### src/rtl/phy_cc_port_arbiter.sv
// phy_cc_port_arbiter: shares one BMC encoder/decoder across NUM_PORTS CC lines with a round-robin, idle-checked transmit arbiter
// clk, rst_n                   : clock, synchronous active-low reset
// pl2phy_reset_req, _reset_done: soft reset request (level) and completion pulse
// tx_req, tx_grant             : per-port transmit request and one-hot encoder grant
// tx_done, tx_result           : per-port completion pulse and result (1 sent, 0 line busy)
// enc_drive_en/_data, enc_done : shared encoder drive and end-of-packet pulse
// cc_in, cc_out, cc_oe         : per-port CC line sample, drive value and drive enable
// rx_port_sel, dec_in, dec_dis : receive port select, muxed decoder input, decoder disable
module phy_cc_port_arbiter #(
   parameter int NUM_PORTS = 2,
   parameter int TIME_SCALE_FLAG = 0,
   localparam int SW = (NUM_PORTS > 1) ? $clog2(NUM_PORTS) : 1
) (
   input  logic                 clk,
   input  logic                 rst_n,
   input  logic                 pl2phy_reset_req,
   output logic                 phy2pl_reset_done,
   input  logic [NUM_PORTS-1:0] tx_req,
   output logic [NUM_PORTS-1:0] tx_grant,
   output logic [NUM_PORTS-1:0] tx_done,
   output logic [NUM_PORTS-1:0] tx_result,
   input  logic                 enc_drive_en,
   input  logic                 enc_drive_data,
   input  logic                 enc_done,
   input  logic [NUM_PORTS-1:0] cc_in,
   output logic [NUM_PORTS-1:0] cc_out,
   output logic [NUM_PORTS-1:0] cc_oe,
   input  logic [SW-1:0]        rx_port_sel,
   output logic                 dec_in,
   output logic                 dec_dis
);
   localparam int IDLE_CYC = 48 << TIME_SCALE_FLAG;
   localparam int WW = $clog2(IDLE_CYC);
   typedef enum logic [2:0] {RST_HOLD, IDLE, CHECK, TX, DONE} state_t;
   state_t state;
   logic [NUM_PORTS-1:0] s1, s2, sel_oh;
   logic [SW-1:0] ptr, sel, pick, idx;
   logic [WW-1:0] wcnt;
   logic [1:0] ecnt, ecnt_nx, rcnt;
   logic edg;
   logic [2**SW-1:0] rx_vec;
   // reverse scan so the port closest after ptr wins
   always_comb begin
      pick = ptr;
      idx = '0;
      for (int i = NUM_PORTS - 1; i >= 0; i--) begin
         idx = SW'((int'(ptr) + i) % NUM_PORTS);
         if (tx_req[idx]) pick = idx;
      end
   end
   // unused select codes read as an idle-high line
   always_comb begin
      rx_vec = '1;
      rx_vec[NUM_PORTS-1:0] = s2;
   end
   assign edg = s1[sel] ^ s2[sel];
   assign ecnt_nx = (ecnt == 2'd3 || !edg) ? ecnt : ecnt + 2'd1;
   assign sel_oh = NUM_PORTS'(1) << sel;
   assign tx_grant = (state == TX) ? sel_oh : '0;
   assign cc_oe = (state == TX && enc_drive_en) ? sel_oh : '0;
   assign cc_out = (state == TX && !enc_drive_data) ? sel_oh : '0;
   assign dec_in = rx_vec[rx_port_sel];
   assign dec_dis = !rst_n || state != IDLE;
   always_ff @(posedge clk) begin
      if (!rst_n) begin
         state <= IDLE;
         ptr <= '0;
         sel <= '0;
         wcnt <= '0;
         ecnt <= '0;
         rcnt <= '0;
         s1 <= '0;
         s2 <= '0;
         tx_done <= '0;
         tx_result <= '0;
         phy2pl_reset_done <= 1'b0;
      end else begin
         s1 <= cc_in;
         s2 <= s1;
         tx_done <= '0;
         tx_result <= '0;
         phy2pl_reset_done <= 1'b0;
         if (pl2phy_reset_req) begin
            state <= RST_HOLD;
            rcnt <= '0;
         end else begin
            case (state)
               RST_HOLD: begin
                  if (rcnt == 2'd2) begin
                     state <= IDLE;
                     phy2pl_reset_done <= 1'b1;
                  end else rcnt <= rcnt + 2'd1;
               end
               IDLE: begin
                  if (|tx_req) begin
                     state <= CHECK;
                     sel <= pick;
                     wcnt <= '0;
                     ecnt <= '0;
                  end
               end
               CHECK: begin
                  if (!tx_req[sel]) state <= IDLE;
                  else if (ecnt_nx == 2'd3) begin
                     state <= DONE;
                     tx_done <= sel_oh;
                  end else if (wcnt == WW'(IDLE_CYC - 1)) state <= TX;
                  else begin
                     wcnt <= wcnt + 1'b1;
                     ecnt <= ecnt_nx;
                  end
               end
               TX: begin
                  if (enc_done) begin
                     state <= DONE;
                     tx_done <= sel_oh;
                     tx_result <= sel_oh;
                  end
               end
               DONE: begin
                  state <= IDLE;
                  ptr <= (sel == SW'(NUM_PORTS - 1)) ? '0 : sel + 1'b1;
               end
               default: state <= IDLE;
            endcase
         end
      end
   end
endmodule
### config.mk
export PLATFORM = sky130hd
export DESIGN_NAME = phy_cc_port_arbiter
export DESIGN_NICKNAME = d
export VERILOG_FILES = /design/src/rtl/phy_cc_port_arbiter.sv
export SDC_FILE = /design/constraint.sdc
export NUM_CORES = 1
export LEC_CHECK = 0
export ABC_AREA = 1
export BUFFER_PORTS_ARGS = -buffer_cell sky130_fd_sc_hd__buf_4
export CORE_MARGIN = 1.5
export CORE_UTILIZATION = 59
export CTS_CLUSTER_SIZE = 28
export DETAILED_ROUTE_END_ITERATION = 7
export PLACE_DENSITY = 0.82
export SYNTH_ARGS = -nofsm -noshare
export SYNTH_HDL_FRONTEND = slang
export SYNTH_SLANG_ARGS = --single-unit
### constraint.sdc
create_clock -name clk -period 4.6 [get_ports clk]
set_clock_uncertainty 0.15 [all_clocks]
set_input_delay 0.46 -clock clk [delete_from_list [all_inputs] [get_ports clk]]
set_output_delay 0.46 -clock clk [all_outputs]
set_load 0.02 [all_outputs]
# After elaboration in Yosys (flattened, before gate mapping)
# Cells that the tools add are included.
# totals
ff_bits,24
input_bits,11
out_inout_bits,13
word_cells,109
# classes
addsub,5
magnitude_cmp,4
eq_ne,20
n_shift,1
muxes,42
bitwise,6
n_reduce_logical,19
# ops
cell,count
2-to-1 mux 6 bit,4
2-to-1 mux 2 bit,11
2-to-1 mux 3 bit,6
2-to-1 mux 1 bit,17
"!= test 2 bit, second input constant",6
one-hot mux 3 bit (4 select lines),1
one-hot mux 6 bit (2 select lines),1
"!= test 3 bit, second input constant",3
"< comparator 1 x 2 -> 1 bit, second input constant",4
one-hot mux 2 bit (2 select lines),2
AND reduction 4 bit,2
"adder 6 x 1 -> 6 bit, second input constant",1
"equality test 2 bit, second input constant",3
"equality test 3 x 2 -> 1 bit, second input constant",2
"equality test 6 bit, second input constant",1
AND reduction 6 bit,1
OR reduction 3 bit,2
"!= test 5 bit, second input constant",1
NOT 1 bit,5
"adder 2 x 1 -> 2 bit, second input constant",2
"!= test 4 bit, second input constant",1
AND reduction 2 bit,2
OR reduction 2 bit,2
"equality test 3 x 1 -> 1 bit, second input constant",1
11 further kinds,16

# Longest topological paths before layout
# Gate-level depths: netlist of run 1.
# depth
word_depth,11
mapped_depth,14
ltp_nobuf,13

# Worst setup path after synthesis of run 1
# No wires, ideal clock.
# synth_path
path_kind,register to output
start,register state[1]
end,output port cc_oe[0]
t_arrival_ns,1.448
t_required_ns,3.990
path_slack_ns,2.542
path_stages_with_launch,9
path_cell_list,dfxtp_1 -> inv_2 -> nor2_4 -> inv_1 -> nor2_1 -> inv_1 -> nor2_1 -> inv_1 -> nor2_1
# synth_via
elab_chain_len,3
# synth_lines
element,line,text
start: declaration,35,state_t state;
start signal: assignment,66,state <= IDLE;
start signal: assignment,84,state <= RST_HOLD;
start signal: assignment,90,state <= IDLE;
equality test 3 x 2 -> 1 bit,60,assign cc_oe = (state == TX && enc_drive_en) ? sel_oh : '0;
logical AND 1 bit,60,
2-to-1 mux 2 bit,60,
end: declaration,27,"output logic [NUM_PORTS-1:0] cc_oe,"
# Every way passes these cells.

# Worst setup path after layout of run 1
# layout_path
start,register state[1]
end,output port cc_out[1]
# layout_via
elab_chain_len,3
# layout_lines
element,line,text
equality test 3 x 2 -> 1 bit,61,assign cc_out = (state == TX && !enc_drive_data) ? sel_oh : '0;
logical AND 1 bit,61,
2-to-1 mux 2 bit,61,
end: declaration,26,"output logic [NUM_PORTS-1:0] cc_out,"
# Every way passes these cells.

==> results of run 1 <==
## cell usage after synthesis
cell type  number
buf_2           1
inv_6           1
a211oi_1        1
xor2_1          4
ha_1            3
dfxtp_1        24
o21ai_0         4
nand2_2         9
buf_6           1
nand3_2         3
a21oi_1        11
nor2_1         26
nand3_1         7
clkinv_1        1
or2_2           1
nand3b_1        2
o21a_1          1
nor3_1          1
nand4_2         1
nor2_2          1
nand2_4         6
nor2_4          2
o21ai_4         1
nand4_1         3
inv_1          27
a31o_2          1
nand2_1        46
a2111oi_0       1
o22ai_1         1
inv_2           3
a211oi_2        1
## through the flow
stage / utilization [%] / instances / setup slack (ns)
global placement: 71.15 / 244 / 2.739
finish: 72.79 / 248 / 2.402
floorplan: - / 195 / 2.542
detailed placement: 71.15 / 244 / 2.722
CTS: 72.79 / 248 / 2.389
global route: 72.79 / 248 / 2.235
## path summary, 6_finish.rpt
| path | endpoint | slack [ns] | start | cells past startpoint |
|---|---|---|---|---|
| setup / recovery | cc_out[1] | 2.40 | state[1]$_SDFFE_PP0P_ | 9 |
| hold reg to reg | rx_vec[1]$_SDFF_PN0_ | 0.31 | s1[1]$_SDFF_PN0_ | 2 |
| setup reg to reg | state[0]$_SDFFE_PN1P_ | 2.71 | sel$_SDFFE_PN0P_ | 13 |
| hold / removal | s1[0]$_SDFF_PN0_ | 0.16 | cc_in[0] | 3 |
## layer usage
layer | part of all wire, % | wire length [µm]
met3 | 3.9 | 111
met4 | 1.8 | 51
met5 | 0 | 0
met2 | 50 | 1446
met1 | 44 | 1265
## sequential cells by signal, indices dropped and copies added (netlist names)
register,count
wcnt,6
state,3
ecnt,2
rcnt,2
rx_vec,2
s1,2
tx_done,2
tx_result,2
phy2pl_reset_done,1
ptr,1
sel,1
## cells by family (layout without fill, tap and decap cells)
family,Yosys count,after routing,synth area share (%)
AND/OR/NAND/NOR,108,108,39.46
buffers and inverters,34,59,10.23
flip-flops,24,24,34.75
AO/OA/AOI/OAI,22,22,10.32
XOR/XNOR,4,4,2.534
adder cells (fa/ha/maj),3,3,2.715
## report_power, final
part | internal [mW] | switching (mW) | leakage [nW]
clock network | 0.0484 | 0.0636 | 0.0210
registers | 0.213 | 0.00653 | 0.195
logic | 0.0337 | 0.0609 | 0.541
## worst min-delay path: stages
cell	delay, ns
buf_4	0.07
nand2_1	0.04
inv_1	0.04
## layout make-up
type | count | area share, %
inverters | 32 | 7.770
flip-flops and latches | 24 | 29.84
well taps | 28 | 2.176
repair buffers | 23 | 10.72
multi-input cells | 137 | 47.24
clock buffers | 4 | 2.253
==> results.yml, run 1 <==
sta:
  setup_viol: 0
  tightestPinTransition_ns: 0.4400
  fmax_mhz: 455.0
  report.final.slew_viol_count: 0
  layout_worst_path_cycle_share_pct: 47.78
  hold_viol: 0
  fin_setup_tns_ns: 0
  worst_hold_slack_ns: 0.1611
  relSlewSlack_pct: 69.91
  rsz0062_at_grt: "no"
  period_minus_slack_ns: 2.198
clocking:
  cts_sinks: 24
  h-tree-depth: 1
  cts-root-buf: "clkbuf_4"
  cts_made_buffers: 3
  ctsHoldBuffers: 0
  cts_tree: "yes"
  insertion_delay_ns: 0.32
  path_clk_slew_ns: 0.13
  cts_setup_buffers: 0
  ctsResizeCount: 0
  cts_max_path_buffers: 2
layout:
  area_growth_pct: 16.47
  final_common_cell: "nand2_1"
  ff_latch_area_um2: 480.5
  fill_cells: 192
  multiInputGateArea_um2: 760.7
  final_cell_area_um2: 1610
  drive_gt1_share_pct: 25.91
  final_nets: 235
  final_cell_mix: "nand2_1, inv_1, nor2_1, dfxtp_1, buf_4"
  n_antenna_cell: 0
global_routing:
  antenna_found_initial: 0
  grt_util_met3_pct: 3.801
  grt_pass1_vias: 1218
  grt_pass1_wl_mm: 5.057
  grtUsageTotal_pct: 25.47
  grt_max_degree: 14
  grt.met1_usage_pct: 27.12
  busiest_layer: "met2"
  grt-ovfl-total: 0
  use_met2_pct: 49.15
worst_setup_path:
  crit_family: "simple AND/OR/NAND/NOR gates"
  path_cells: "inv_2, nor2_4, inv_1, nor2_1, inv_1, nor2_1, inv_1, nor2_1, buf_4"
  crit_required_ns: 3.99
  cpPeakStageDelay_ns: 0.37
  start_kind: "flop"
  worstSetupPathType: "flop to output port"
  worstPathArrival_ns: 1.59
  crit_fanout: 4
  crit_path_end_kind: "output port"
  worst-path-buf-inv: 5
  crit_slowest_cell: "dfxtp_1"
detailed_routing:
  drtIter0Drc: 27
  vias_per_cell: 5.141
  first_pass_iters: 4
  antenna_left: 0
  wl_mm: 2.875
  vias: 1275
  post_drt_wl_per_cell_um: 11.59
  drc: 0
placed_design:
  portBuffers: 23
  dp_hpwl_mm: 2.290
  post_dp_cell_area_um2: 1574
  gp_congestion: 0.8439
logic_synthesis:
  ys_types: 31
  syn_inst: 195
  ys_seq_area_share_pct: 34.75
  synth.top_cell.area_share_pct: 34.75
  synth_top_cell_by_area: "dfxtp_1"
  synth.avg_cell_area_um2: 7.090
  syn-cell-area_um2: 1383
  ys_top_cells_by_area: "dfxtp_1, nand2_1, inv_1"
  ys_ff_latch: 24
  syn_nets: 209
  ys_warn_count: 0
floorplan:
  initial_core_util_pct: 62.50
  die_height_um: 51.41
  die_area_um2: 2643
  die_width_um: 51.41
  core_area_um2: 2212
  ios: 24
  rows: 17
power:
  p_per_area_nw_per_um2: 264.8
  ir_worst_vdd_uv: 255.7
  total_power_uw: 426.4
  p_leak_nw: 0.7569
outcome:
  outcome: "finished clean"
run:
  cap_violations: 0
worst_hold_path:
  min_path_type: "primary input to flop"
(Power assumes the default switching activity.)
==> run 2: changes to the inputs <==
CORE_UTILIZATION = 55   (was 59)
PLACE_DENSITY = 0.78   (was 0.82)
clock period = 2.2 ns   (was 4.6 ns; I/O delays follow)
==> run 2 against run 1 <==
Cell count increased by 0.81%. Non-clock buffer count increased by 3. Via count increased by 2.3%. Critical path depth unchanged. Count of clock-buffer cells in the layout decreased by 1. Global-route usage decreased by 1.3 points. Register-to-register slack got worse by 2.4 ns. Power increased by 100%. Die area increased by 6.8%. Critical path type unchanged. Largest power group unchanged. Highest routed layer unchanged.
==> results.yml, run 2 (same netlist as run 1, synthesis figures left out) <==
global_routing:
  grt_pass1_vias: 1228
  grtUsageTotal_pct: 24.15
  antenna_found_initial: 0
  grt_pass1_wl_mm: 4.995
  grt-ovfl-total: 0
  grt_max_degree: 13
sta:
  relSlewSlack_pct: 70.40
  tightestPinTransition_ns: 0.4435
  fin_ws_ns: 0.2115
  setup_viol: 0
  hold_viol: 0
  period_minus_slack_ns: 1.988
  report.final.slew_viol_count: 0
  fin_setup_tns_ns: 0
  rsz0062_at_grt: "no"
  fmax_mhz: 502.9
  layout_worst_path_cycle_share_pct: 90.38
worst_setup_path:
  critical_path_cell_count: 9
  crit_family: "buffers and inverters"
  worstSetupPathType: "flop to output port"
  cpPeakStageDelay_ns: 0.37
  start_kind: "flop"
  crit_path_end_kind: "output port"
  crit_fanout: 4
  r2r_cells: 13
  crit_slowest_cell: "dfxtp_1"
  worstPathArrival_ns: 1.62
  path_cells: "inv_2, nor2_4, inv_1, nor2_1, inv_1, nor2_1, inv_1, nor2_1, buf_4"
  worst-path-buf-inv: 5
  crit_required_ns: 1.83
worst_hold_path:
  min_path_type: "primary input to flop"
  holdPathStages: 3
detailed_routing:
  vias: 1304
  post_drt_wl_per_cell_um: 11.74
  drc: 0
  vias_per_cell: 5.216
  first_pass_iters: 4
  wl_mm: 2.935
  drtIter0Drc: 34
  antenna_left: 0
placed_design:
  gp_congestion: 0.8409
  post_dp_cell_area_um2: 1574
  portBuffers: 23
  dpl_worst_slack_ns: 0.2928
  dp_hpwl_mm: 2.330
  dp_cells: 244
layout:
  area_growth_pct: 17.65
  ff_latch_area_um2: 480.5
  final_nets: 238
  top_regs: "wcnt (6), state (3)"
  instances_no_fill: 250
  final_cell_mix: "nand2_1, inv_1, nor2_1, dfxtp_1, buf_4"
  final_common_cell: "nand2_1"
  n_antenna_cell: 0
  drive_gt1_share_pct: 25.23
  final_cell_area_um2: 1627
  largest-register: "wcnt"
  largest_reg_flops: 6
  multiInputGateArea_um2: 760.7
  fill_cells: 200
power:
  power.switching_uw: 268.4
  seqPwrFrac_pct: 54.0
  p_comb_share_pct: 23.8
  p_per_area_nw_per_um2: 524.0
  clockPowerShare_pct: 22.2
  p_leak_nw: 0.7622
  p_int_uw: 583.9
  ir_worst_vdd_uv: 475.3
  swShare_pct: 31.49
floorplan:
  die_area_um2: 2823
  initial_core_util_pct: 60.19
  core_area_um2: 2297
  rows: 17
  die_width_um: 53.14
  die_height_um: 53.14
  ios: 24
clocking:
  cts_made_buffers: 3
  insertion_delay_ns: 0.31
  path_clk_slew_ns: 0.12
  cts_tree: "yes"
  cts_sinks: 24
  h-tree-depth: 1
  cts_max_path_buffers: 2
  cts-root-buf: "clkbuf_4"
  cts_setup_buffers: 0
run:
  cap_violations: 0
outcome:
  outcome: "finished clean"
run 2: per-stage QoR:
step | power (mW) | util (%) | hold slack [ns]
detailed placement | 0.6678 | 68.52 | 0.2616
global route | 0.8913 | 70.81 | 0.05641
floorplan | 0.6173 | - | 0.1676
finish | 0.8523 | 70.81 | 0.04998
CTS | 0.8567 | 70.81 | 0.04990
global placement | 0.6613 | 68.52 | 0.2526
run 2: layer usage:
| layer | vias up | wire (µm) | track usage [%] |
|---|---|---|---|
| li1 | 663 | - | - |
| met4 | 0 | 36 | 7.692 |
| met5 | - | 0 | 0 |
| met2 | 48 | 1479 | 46.25 |
| met3 | 5 | 195 | 2.825 |
| met1 | 588 | 1224 | 27.30 |
run 2: cell type report:
class,count,area share (%)
flip-flops and latches,24,29.54
multi-input cells,137,46.77
inverters,32,7.692
repair buffers,26,12.46
clock buffers,3,1.385
well taps,28,2.154
run 2: power by group through the flow:
stage	Combinational, mW	Clock [mW]	Sequential (mW)
after floorplan	0.155	0	0.463
after global placement	0.192	0	0.469
after detailed placement	0.197	0	0.470
after CTS	0.202	0.194	0.461
after global routing	0.226	0.203	0.462
final	0.203	0.189	0.460
run 2: timing repair:
action,CTS,global route
gates resized for setup,0,0
hold buffers,3,0
endpoints found under the hold margin,3,0
run 2: final timing paths:
check	startpoint	endpoint	slack [ns]
worst min register to register	s1[1]$_SDFF_PN0_	rx_vec[1]$_SDFF_PN0_	0.31
worst max-delay path	state[1]$_SDFFE_PP0P_	cc_out[0]	0.21
worst max register to register	sel$_SDFFE_PN0P_	state[0]$_SDFFE_PN1P_	0.29
worst min-delay path	enc_done	tx_result[0]$_SDFF_PP0_	0.05
run 2: worst min-delay path, stage by stage:
cell and delay (ns):
buf_4 0.09, nand2_1 0.07, nor2_1 0.10
==> run 3: changes to the inputs <==
ABC_AREA = unset   (was 1)
CORE_UTILIZATION = 54   (was 55)
PLACE_DENSITY = 0.77   (was 0.78)
==> run 3 against run 2 <==
Core utilization decreased by 0.60 points. Non-clock buffer count increased by 3. Clock power increased by 22%. Cell count decreased by 18%. Cell area decreased by 1.8%. Highest routed layer unchanged.
==> results.yml, run 3 <==
placed_design:
  dp_hpwl_mm: 2.075
  gp_congestion: 0.8861
  post_dp_cell_area_um2: 1533
  portBuffers: 23
sta:
  tightestPinTransition_ns: 0.5318
  fin_setup_tns_ns: 0
  layout_worst_path_cycle_share_pct: 93.76
  period_minus_slack_ns: 2.063
  hold_viol: 0
  rsz0062_at_grt: "no"
  report.final.slew_viol_count: 0
  setup_viol: 0
  fmax_mhz: 484.8
  relSlewSlack_pct: 64.22
worst_setup_path:
  cp-startpoint: "state[2]$_SDFFE_PP0P_"
  reg2reg_from: "ecnt[0]$_SDFFE_PN0P_"
  worst-path-buf-inv: 1
  crit_slowest_cell: "dfxtp_1"
  cpPeakStageDelay_ns: 0.60
  path_cells: "and2b_1, nand2_1, nor2_1, and2_1, buf_4"
  worstPathArrival_ns: 1.69
  start_kind: "flop"
  crit_fanout: 11
  crit_path_end_kind: "output port"
  crit_family: "simple AND/OR/NAND/NOR gates"
  worstSetupPathType: "flop to output port"
  crit_required_ns: 1.83
outcome:
  outcome: "finished clean"
logic_synthesis:
  ys_top_cells_by_area: "dfxtp_1, nand2_1, nor2_1"
  syn_inst: 151
  yosys-top-cells-count: "dfxtp_1, nand2_1, nor2_1"
  ys_seq_area_share_pct: 35.99
  synth_ff_type: "dfxtp_1"
  syn_nets: 165
  synth.avg_cell_area_um2: 8.841
  ys_warn_count: 0
  ys_types: 47
  synth_top_cell_by_area: "dfxtp_1"
  synth.top_cell.area_share_pct: 35.99
  async_reset_ff_share_pct: 0
  synth-edff-count: 0
  syn-cell-area_um2: 1335
  ys_ff_latch: 24
  synth.most_common_cell: "dfxtp_1"
detailed_routing:
  drtIter0Drc: 26
  drc: 0
  first_pass_iters: 4
  vias: 1183
  wl_mm: 2.695
  vias_per_cell: 5.743
  post_drt_wl_per_cell_um: 13.08
  antenna_left: 0
layout:
  largest-register: "wcnt"
  final_nets: 193
  final_cell_area_um2: 1598
  largest_reg_flops: 6
  area_growth_pct: 19.68
  n_antenna_cell: 0
  top_regs: "wcnt (6), state (3)"
  drive_gt1_share_pct: 25.84
  final_cell_mix: "buf_4, dfxtp_1, nand2_1, nor2_1"
  final_common_cell: "buf_4"
power:
  p_per_area_nw_per_um2: 512.4
  ir_worst_vdd_uv: 375.2
  p_leak_nw: 0.6899
floorplan:
  initial_core_util_pct: 58.66
  die_area_um2: 2779
  rows: 17
  ios: 24
  die_height_um: 52.72
  die_width_um: 52.72
  core_area_um2: 2276
global_routing:
  grt_max_degree: 19
  antenna_found_initial: 0
  use_met2_pct: 41.25
  grtUsageTotal_pct: 21.92
  grt.met1_usage_pct: 23.94
  grt_pass1_wl_mm: 4.581
  grt-ovfl-total: 0
  busiest_layer: "met2"
  grt_util_met3_pct: 3.429
  grt_pass1_vias: 1148
run:
  cap_violations: 0
worst_hold_path:
  hold_start: "rst_n"
  min_path_type: "primary input to flop"
clocking:
  cts_made_buffers: 3
  cts_setup_buffers: 0
  h-tree-depth: 1
  insertion_delay_ns: 0.32
  cts-root-buf: "clkbuf_4"
  cts_max_path_buffers: 2
  path_clk_slew_ns: 0.13
  cts_tree: "yes"
  cts_sinks: 24
[run 3: cell types whose count changed in the layout (fill, tap and decap cells not counted), moves of 8 or more]
| cell | previous run | this run |
|---|---|---|
| inv_1 | 27 | 8 |
| nand2_1 | 46 | 16 |
| nor2_1 | 26 | 15 |
| nand2_2 | 9 | 0 |
| and2_1 | 0 | 8 |
[run 3: where the power goes]
part	total [mW]	switching, mW	internal [mW]	leakage (nW)
sequential	0.455	0.0106	0.444	0.195
combinational	0.134	0.0716	0.0628	0.474
clock	0.230	0.128	0.101	0.0210
total	0.819	0.211	0.608	0.690
[run 3: cell families after synthesis]
group,after synthesis,share of synthesized area (%)
and+or+nand+nor,75,31.30
DFF,24,35.99
buffers and inverters,14,5.249
adders and majority gates,3,2.812
AOI/OAI and AO/OA,25,15.09
xor gates and xnor gates,3,3.093
muxes,7,6.467
[run 3: worst reg2reg max path: cells and delay by family (launching register included)]
kind | cells | cell delay (ns)
multiplexers | 2 | 0.66
adder cells (fa/ha/maj) | 1 | 0.20
flip-flops | 1 | 0.41
AND/OR/NAND/NOR | 2 | 0.32
AO/OA/AOI/OAI | 1 | 0.20
[run 3: repair_timing]
action	4_1_cts	5_1_grt
setup endpoints to repair	0	1
endpoints found under the hold margin	2	0
hold buffers	2	0
gates resized for setup	0	1
[run 3: layout make-up]
cell class / instances / area (µm²)
clock buffer: 4 / 36.28
sequential: 24 / 480.5
multi-input combinational: 113 / 793.3
inverter: 8 / 30.03
fill: 191 / 678.2
timing repair buffer: 29 / 222.7
tap: 28 / 35.03
[run 3: layer usage]
layer / vias up / share of wire, %
met5: - / 0
met4: 0 / 1.9
met3: 7 / 4.5
met2: 26 / 49
met1: 563 / 44
li1: 587 / -
[run 3: through the flow]
stage	total power, mW	cells	hold WS, ns	worst slack (ns)	util (%)
2_1_floorplan	0.5504	151	0.1973	0.2991	-
3_3_place_gp	0.5891	200	0.2790	0.2348	67.34
3_5_place_dp	0.5936	200	0.2813	0.1503	67.34
4_1_cts	0.8201	206	0.04148	0.1187	69.82
5_1_grt	0.8601	206	0.03597	0.02133	70.20
6_report	0.8187	206	0.04186	0.1374	70.20
[run 3: final timing paths]
check	endpoint	slack, ns	depth (start not counted)
setup / recovery	cc_oe[1]	0.14	5
hold reg to reg	wcnt[1]$_SDFFE_PN0P_	0.35	2
hold / removal	state[0]$_SDFFE_PN1P_	0.04	2
setup reg to reg	wcnt[2]$_SDFFE_PN0P_	0.15	6
